**src/rtl/load_store_unit_pkg.sv**
```systemverilog
`default_nettype none
// ============================================================================
//  Module   : load_store_unit_pkg
//  Purpose  : RV32I memory funct3 codes, LSU error codes, FSM state type and
//             the illegal-funct3 decode shared by the load/store unit.
//  Revision : 1.0  initial release
// ============================================================================
package load_store_unit_pkg;

  localparam logic [2:0] FUNCT3_LB  = 3'b000;
  localparam logic [2:0] FUNCT3_LH  = 3'b001;
  localparam logic [2:0] FUNCT3_LW  = 3'b010;
  localparam logic [2:0] FUNCT3_LBU = 3'b100;
  localparam logic [2:0] FUNCT3_LHU = 3'b101;
  localparam logic [2:0] FUNCT3_SB  = 3'b000;
  localparam logic [2:0] FUNCT3_SH  = 3'b001;
  localparam logic [2:0] FUNCT3_SW  = 3'b010;

  localparam logic [1:0] LSU_ERR_OK         = 2'b00;
  localparam logic [1:0] LSU_ERR_MISALIGNED = 2'b01;
  localparam logic [1:0] LSU_ERR_TIMEOUT    = 2'b10;
  localparam logic [1:0] LSU_ERR_ILLEGAL    = 2'b11;

  typedef enum logic [1:0] {
    ST_IDLE = 2'b00,
    ST_REQ  = 2'b01,
    ST_RESP = 2'b10,
    ST_ERR  = 2'b11
  } lsu_state_e;

  // Stores only know SB/SH/SW; loads reject the three unused encodings.
  function automatic logic funct3_illegal(input logic is_store, input logic [2:0] f3);
    if (is_store) begin
      return !((f3 == FUNCT3_SB) || (f3 == FUNCT3_SH) || (f3 == FUNCT3_SW));
    end
    return (f3 == 3'b011) || (f3 == 3'b110) || (f3 == 3'b111);
  endfunction

endpackage
`default_nettype wire

```
**src/rtl/lsu_align.sv**
```systemverilog
`default_nettype none
// ============================================================================
//  Module   : lsu_align
//  Purpose  : Combinational byte-lane steering: byte enables, replicated
//             store data, extended load data and misalignment detection.
//  Revision : 1.0  initial release
// ============================================================================
module lsu_align (
  input  logic [1:0]  addr_lo,
  input  logic [2:0]  funct3,
  input  logic [31:0] store_data,
  input  logic [31:0] rdata,
  output logic [3:0]  be,
  output logic [31:0] wdata,
  output logic [31:0] load_ext,
  output logic        misaligned
);

  logic [31:0] w_shifted;

  // Decode access size from funct3[1:0]; funct3[2] selects zero extension.
  always_comb begin
    be         = '0;
    wdata      = '0;
    load_ext   = '0;
    misaligned = 1'b0;
    w_shifted  = rdata >> {addr_lo, 3'b000};
    case (funct3[1:0])
      2'b00: begin
        be       = 4'b0001 << addr_lo;
        wdata    = {4{store_data[7:0]}};
        load_ext = funct3[2] ? {24'b0, w_shifted[7:0]}
                             : {{24{w_shifted[7]}}, w_shifted[7:0]};
      end
      2'b01: begin
        be         = 4'b0011 << addr_lo;
        wdata      = {2{store_data[15:0]}};
        misaligned = addr_lo[0];
        load_ext   = funct3[2] ? {16'b0, w_shifted[15:0]}
                               : {{16{w_shifted[15]}}, w_shifted[15:0]};
      end
      2'b10: begin
        be         = 4'b1111;
        wdata      = store_data;
        misaligned = (addr_lo != 2'b00);
        load_ext   = w_shifted;
      end
      default: ;
    endcase
  end

endmodule
`default_nettype wire

```
**src/rtl/load_store_unit.sv**
```systemverilog
`default_nettype none
// ============================================================================
//  Module   : load_store_unit
//  Purpose  : Execute-to-memory stage: one data-bus transaction per request,
//             with misalignment, illegal funct3 and bus-timeout reporting.
//  Revision : 1.0  initial release
// ============================================================================
module load_store_unit
  import load_store_unit_pkg::*;
#(
  parameter int TIMEOUT_CYCLES = 255
) (
  input  logic        clk,
  input  logic        rst,
  input  logic        start,
  input  logic        is_store,
  input  logic [2:0]  funct3,
  input  logic [31:0] alu_res,
  input  logic [31:0] store_data,
  output logic        busy,
  output logic        done,
  output logic [1:0]  err_code,
  output logic [31:0] load_data,
  output logic        mem_req,
  output logic        mem_we,
  output logic [31:0] mem_addr,
  output logic [3:0]  mem_be,
  output logic [31:0] mem_wdata,
  input  logic        mem_ack,
  input  logic [31:0] mem_rdata
);

  // Last counter value still inside the wait window; the next miss times out.
  localparam logic [7:0] C_TIMEOUT_LAST = 8'(TIMEOUT_CYCLES - 1);

  lsu_state_e  state_q, state_d;
  logic        is_store_q, is_store_d;
  logic [2:0]  funct3_q, funct3_d;
  logic [31:0] addr_q, addr_d;
  logic [31:0] store_data_q, store_data_d;
  logic [1:0]  err_q, err_d;
  logic [31:0] load_data_q, load_data_d;
  logic [7:0]  cnt_q, cnt_d;

  logic [1:0]  w_sel_addr_lo;
  logic [2:0]  w_sel_funct3;
  logic [3:0]  w_be;
  logic [31:0] w_wdata;
  logic [31:0] w_load_ext;
  logic        w_misaligned;
  logic        w_in_req;

  // In IDLE the aligner decodes the live request; afterwards the latched one.
  assign w_sel_addr_lo = (state_q == ST_IDLE) ? alu_res[1:0] : addr_q[1:0];
  assign w_sel_funct3  = (state_q == ST_IDLE) ? funct3 : funct3_q;

  lsu_align u_align (
    .addr_lo    (w_sel_addr_lo),
    .funct3     (w_sel_funct3),
    .store_data (store_data_q),
    .rdata      (mem_rdata),
    .be         (w_be),
    .wdata      (w_wdata),
    .load_ext   (w_load_ext),
    .misaligned (w_misaligned)
  );

  // State register and request/result holding registers.
  always_ff @(posedge clk or posedge rst) begin
    if (rst) begin
      state_q      <= ST_IDLE;
      is_store_q   <= 1'b0;
      funct3_q     <= '0;
      addr_q       <= '0;
      store_data_q <= '0;
      err_q        <= LSU_ERR_OK;
      load_data_q  <= '0;
      cnt_q        <= '0;
    end else begin
      state_q      <= state_d;
      is_store_q   <= is_store_d;
      funct3_q     <= funct3_d;
      addr_q       <= addr_d;
      store_data_q <= store_data_d;
      err_q        <= err_d;
      load_data_q  <= load_data_d;
      cnt_q        <= cnt_d;
    end
  end

  // Next-state logic: accept in IDLE, wait for ack or timeout in REQ.
  always_comb begin
    state_d      = state_q;
    is_store_d   = is_store_q;
    funct3_d     = funct3_q;
    addr_d       = addr_q;
    store_data_d = store_data_q;
    err_d        = err_q;
    load_data_d  = load_data_q;
    cnt_d        = cnt_q;
    case (state_q)
      ST_IDLE: begin
        if (start) begin
          is_store_d   = is_store;
          funct3_d     = funct3;
          addr_d       = alu_res;
          store_data_d = store_data;
          if (funct3_illegal(is_store, funct3)) begin
            err_d   = LSU_ERR_ILLEGAL;
            state_d = ST_ERR;
          end else if (w_misaligned) begin
            err_d   = LSU_ERR_MISALIGNED;
            state_d = ST_ERR;
          end else begin
            err_d   = LSU_ERR_OK;
            cnt_d   = '0;
            state_d = ST_REQ;
          end
        end
      end
      ST_REQ: begin
        if (mem_ack) begin
          if (!is_store_q) begin
            load_data_d = w_load_ext;
          end
          state_d = ST_RESP;
        end else begin
          if (cnt_q != 8'hFF) begin
            cnt_d = cnt_q + 8'd1;
          end
          if (cnt_q >= C_TIMEOUT_LAST) begin
            err_d   = LSU_ERR_TIMEOUT;
            state_d = ST_ERR;
          end
        end
      end
      ST_RESP: state_d = ST_IDLE;
      ST_ERR:  state_d = ST_IDLE;
      default: state_d = ST_IDLE;
    endcase
  end

  assign w_in_req  = (state_q == ST_REQ);
  assign busy      = (state_q != ST_IDLE);
  assign done      = (state_q == ST_RESP) || (state_q == ST_ERR);
  assign err_code  = done ? err_q : LSU_ERR_OK;
  assign load_data = load_data_q;
  assign mem_req   = w_in_req;
  assign mem_we    = w_in_req & is_store_q;
  assign mem_addr  = w_in_req ? {addr_q[31:2], 2'b00} : '0;
  assign mem_be    = w_in_req ? w_be : '0;
  assign mem_wdata = w_in_req ? w_wdata : '0;

endmodule
`default_nettype wire
```
**config.mk**
```make
export PLATFORM = sky130hd
export DESIGN_NAME = load_store_unit
export DESIGN_NICKNAME = d
export VERILOG_FILES = /design/src/rtl/load_store_unit_pkg.sv /design/src/rtl/lsu_align.sv /design/src/rtl/load_store_unit.sv
export SDC_FILE = /design/constraint.sdc
export NUM_CORES = 1
export LEC_CHECK = 0
export ABC_AREA = 1
export CAP_MARGIN = 20
export CORE_UTILIZATION = 40
export CTS_CLUSTER_SIZE = 28
export DETAILED_ROUTE_END_ITERATION = 8
export PLACE_DENSITY = 0.84
export SLEW_MARGIN = 20
export SYNTH_ARGS = -nofsm -noshare
export SYNTH_HDL_FRONTEND = slang
export SYNTH_SLANG_ARGS = --single-unit
```
**constraint.sdc**
```tcl
create_clock -name clk -period 4.96 [get_ports clk]
set_clock_uncertainty 0.2 [all_clocks]
set_input_delay 0.992 -clock clk [delete_from_list [all_inputs] [get_ports clk]]
set_output_delay 0.992 -clock clk [all_outputs]
set_load 0.02 [all_outputs]
```
==> results.cfg <==
[outcome]
status = finished, final reports clean

[power_and_ir_drop]
power.density_nw_per_um2 = 643
p_int_mw = 2.92
comb_power_share_pct = 60.0
power_leakage_nw = 4.36
peakVddDrop_uv = 277
power.net_switching_mw = 2.70
p_seq_share_pct = 26.8
fin_total_pwr_mw = 5.62
pwr-share-clk_pct = 13.1
switching_share_pct = 48.1

[worst_setup_path]
crit_buf_inv = 6
critPathSlowestCell = clkdlybuf4s50_1
crit_start = funct3[1]
crit_type = in2out
start_kind = primary input
worstPathCellList = clkdlybuf4s50_1 -> inv_1 -> nand2_1 -> o21ai_1 -> inv_1 -> ha_1 -> clkinvlp_4 -> o22ai_1 -> nand2_1 -> inv_1 -> clkdlybuf4s50_1
r2r_cells = 11
reg2reg_slack_ns = 1.78
timing.rr.end = load_data[19]$_DFFE_PP0P_
cpPeakStageDelay_ns = 0.59
reg2reg_from = state_q[1]$_DFFE_PP0P_
worstPathArrival_ns = 3.52
end_kind = primary output
crit_family = buffers and inverters
crit_path_max_fanout = 10
cpMostUsedCell = inv_1
cp_data_required_time_ns = 3.77

[global_routing]
grt-ovfl-total = 0
grt_pass1_vias = 6183
grt_usage_pct = 24.1
grt_max_degree = 118
grt_pass1_wl_mm = 30.7
antenna_found_initial = 0

[cells_and_area]
final_cell_area_um2 = 8730
num_antenna_cells = 0
multi_input_area_um2 = 2730
fillers = 1394
nets = 1181
ff_latch_area_um2 = 2800
synthToLayoutAreaGrowth_pct = 39.9
drive_gt1_share_pct = 5.20

[clock_tree]
cts_hold_buffers = 0
clk_latency_ns = 0.36
cts_buffer_depth = 2
clock-sinks = 112
tritoncts = done
cts_buffers = 9
path_clk_slew_ns = 0.08
h-tree-depth = 3
root_buffer = clkbuf_16

[floorplan]
die-area_um2 = 16100
die_w_um = 127
io_pins = 210
core_area_um2 = 15200
num_rows = 45
die_y_um = 127
start_util_pct = 41.1

[sta]
setup_viol = 0
hold_viol = 0
tns_ns = 0
rsz0062_at_grt = false
maxSlewViolCount = 0
max_freq_mhz = 212
slew_headroom_pct = 31.9
finalCritPeriodShare_pct = 95.0
period_minus_slack_ns = 4.71
setup_ws_ns = 0.248
tightestPinTransition_ns = 1.02

[yosys]
syn_area_um2 = 6240
yosys.area_share.simple_pct = 30.3
synth_ff_type = dfrtp_1
synth_fa_ha_area_share_pct = 1.20
synth_edf_count = 0
post_synth_num_cell_types = 32
synth_compound_area_share_pct = 11.9
synthTopCellsByCount = 343 x nand2_1, 119 x inv_1, 112 x dfrtp_1
post-synth-top-count-cell = nand2_1
syn_avg_cell_area_um2 = 7.09
synth_area_leaders = dfrtp_1 45%, nand2_1 21%, inv_1 7.2%, o21ai_0 6.7%, nand3_1 3.0%
syn-instance-count = 881
synth_xor_area_share_pct = 0.140
synth-async-reset-ratio_pct = 100
synth_seq_cells = 112
yosys.area.top_type = dfrtp_1
seq_area_frac_synth_pct = 44.9
synthMuxAreaShare_pct = 0
ys_warn_count = 0
synth_top_area_share_pct = 44.9
synth_top_family_by_area = simple AND/OR/NAND/NOR gates

[worst_hold_path]
hold_path_startpoint = store_data_q[26]$_DFFE_PP0P_
hold_end = store_data_q[26]$_DFFE_PP0P_
hp-class = reg2reg
holdPathStages = 2

[routing]
drt_iter0_markers = 670
wl_per_cell_um = 14.7
wl_mm = 18.6
drc_errors = 0
num_vias = 6457
first_pass_iters = 5
ant_nets = 0
routed_via_density = 5.11

[placement]
gp_congestion = 0.850
hpwl_mm = 13.3
placed_cell_area_um2 = 8420
port_buffers = 207
dpl_worst_slack_ns = 0.158

[flow_run]
max_cap_viol_count = 0
sequential cells by signal (all words and copies together), names as in the netlist:
| name | flops |
|---|---|
| load_data | 32 |
| state_q | 2 |
| cnt_q | 8 |
| err_q | 2 |
| funct3_q | 3 |
| store_data_q | 32 |
| addr_q | 32 |
| is_store_q | 1 |
cell families after synthesis:
family,Yosys count
flops,112
simple gates,460
compound gates,132
buf+inv,169
xor+xnor,1
other cells,1
fa+ha+maj,6
final cells by class:
type / count / area share [%]
Sequential cell: 112 / 32.1
Multi-Input combinational cell: 601 / 31.3
Timing Repair Buffer: 223 / 25.1
Inverter: 124 / 5.43
Tap cell: 188 / 2.69
Clock buffer: 9 / 2.58
Clock inverter: 7 / 0.788
power by group through the flow:
stage	Sequential, mW	Combinational, mW	Clock (mW)
after floorplan	1.61	2.04	0
after global placement	1.51	3.26	0
after detailed placement	1.52	3.32	0
after CTS	1.51	3.35	0.750
after global routing	1.55	3.74	0.784
final	1.51	3.37	0.736
worst reg2reg max path, delay by kind of cell (launching register included):
kind / cells / cell delay, ns
buffers and inverters: 3 / 1.03
and+or+nand+nor: 6 / 0.98
DFF: 1 / 0.46
AOI/OAI and AO/OA: 1 / 0.24
adders and majority gates: 1 / 0.23
how the worst max path moves through the flow:
stage / to / slack, ns / cells after the start
after floorplan: addr_q[0]$_DFFE_PP0P_ / 0.81 / 1
after global placement: mem_wdata[7] / 0.29 / 9
after detailed placement: mem_wdata[21] / 0.16 / 11
after CTS: mem_wdata[21] / 0.14 / 11
after global routing: mem_wdata[21] / 0.004 / 11
final: mem_wdata[21] / 0.25 / 11
metrics by stage:
stage / hold WS [ns] / util [%] / instances
final: 0.286 / 57.4 / 1264
after global routing: 0.307 / 57.4 / 1264
after CTS: 0.288 / 57.3 / 1263
after detailed placement: 0.268 / 55.4 / 1247
after global placement: 0.260 / 55.4 / 1247
after floorplan: 0.242 / - / 882
layout by cell type, fill, tap and decap left out, types with 2 or more instances in the layout:
cell type and instances:
a21oi_1 14, buf_4 16, clkbuf_16 9, clkdlybuf4s50_1 207
conb_1 2, dfrtp_1 112, ha_1 6, inv_1 118
inv_2 3, inv_6 6, nand2_1 343, nand2_2 2
nand3_1 38, nand3_2 7, nand4_1 6, nor2_1 47
nor2_2 3, nor3_1 9, o211ai_1 22, o21ai_0 83
o21ai_1 2, o21ai_2 2, o22ai_1 8
per-layer routing:
metal  vias to the layer above  global-route usage (%)  part of all wire, %
met5                         -                       0                    0
met4                         0                    10.9                  3.1
met3                        38                    5.15                  7.9
met2                       298                    39.1                   46
met1                      3013                    31.1                   43
li1                       3108                       -                    -
repair_timing:
| item | 4_1_cts | 5_1_grt |
|---|---|---|
| resized for setup | 0 | 2 |
| hold endpoints to repair | 0 | 0 |
| setup endpoints to repair | 0 | 15 |
| setup buffers | 0 | 1 |
Power figures use the tool's default switching activity.
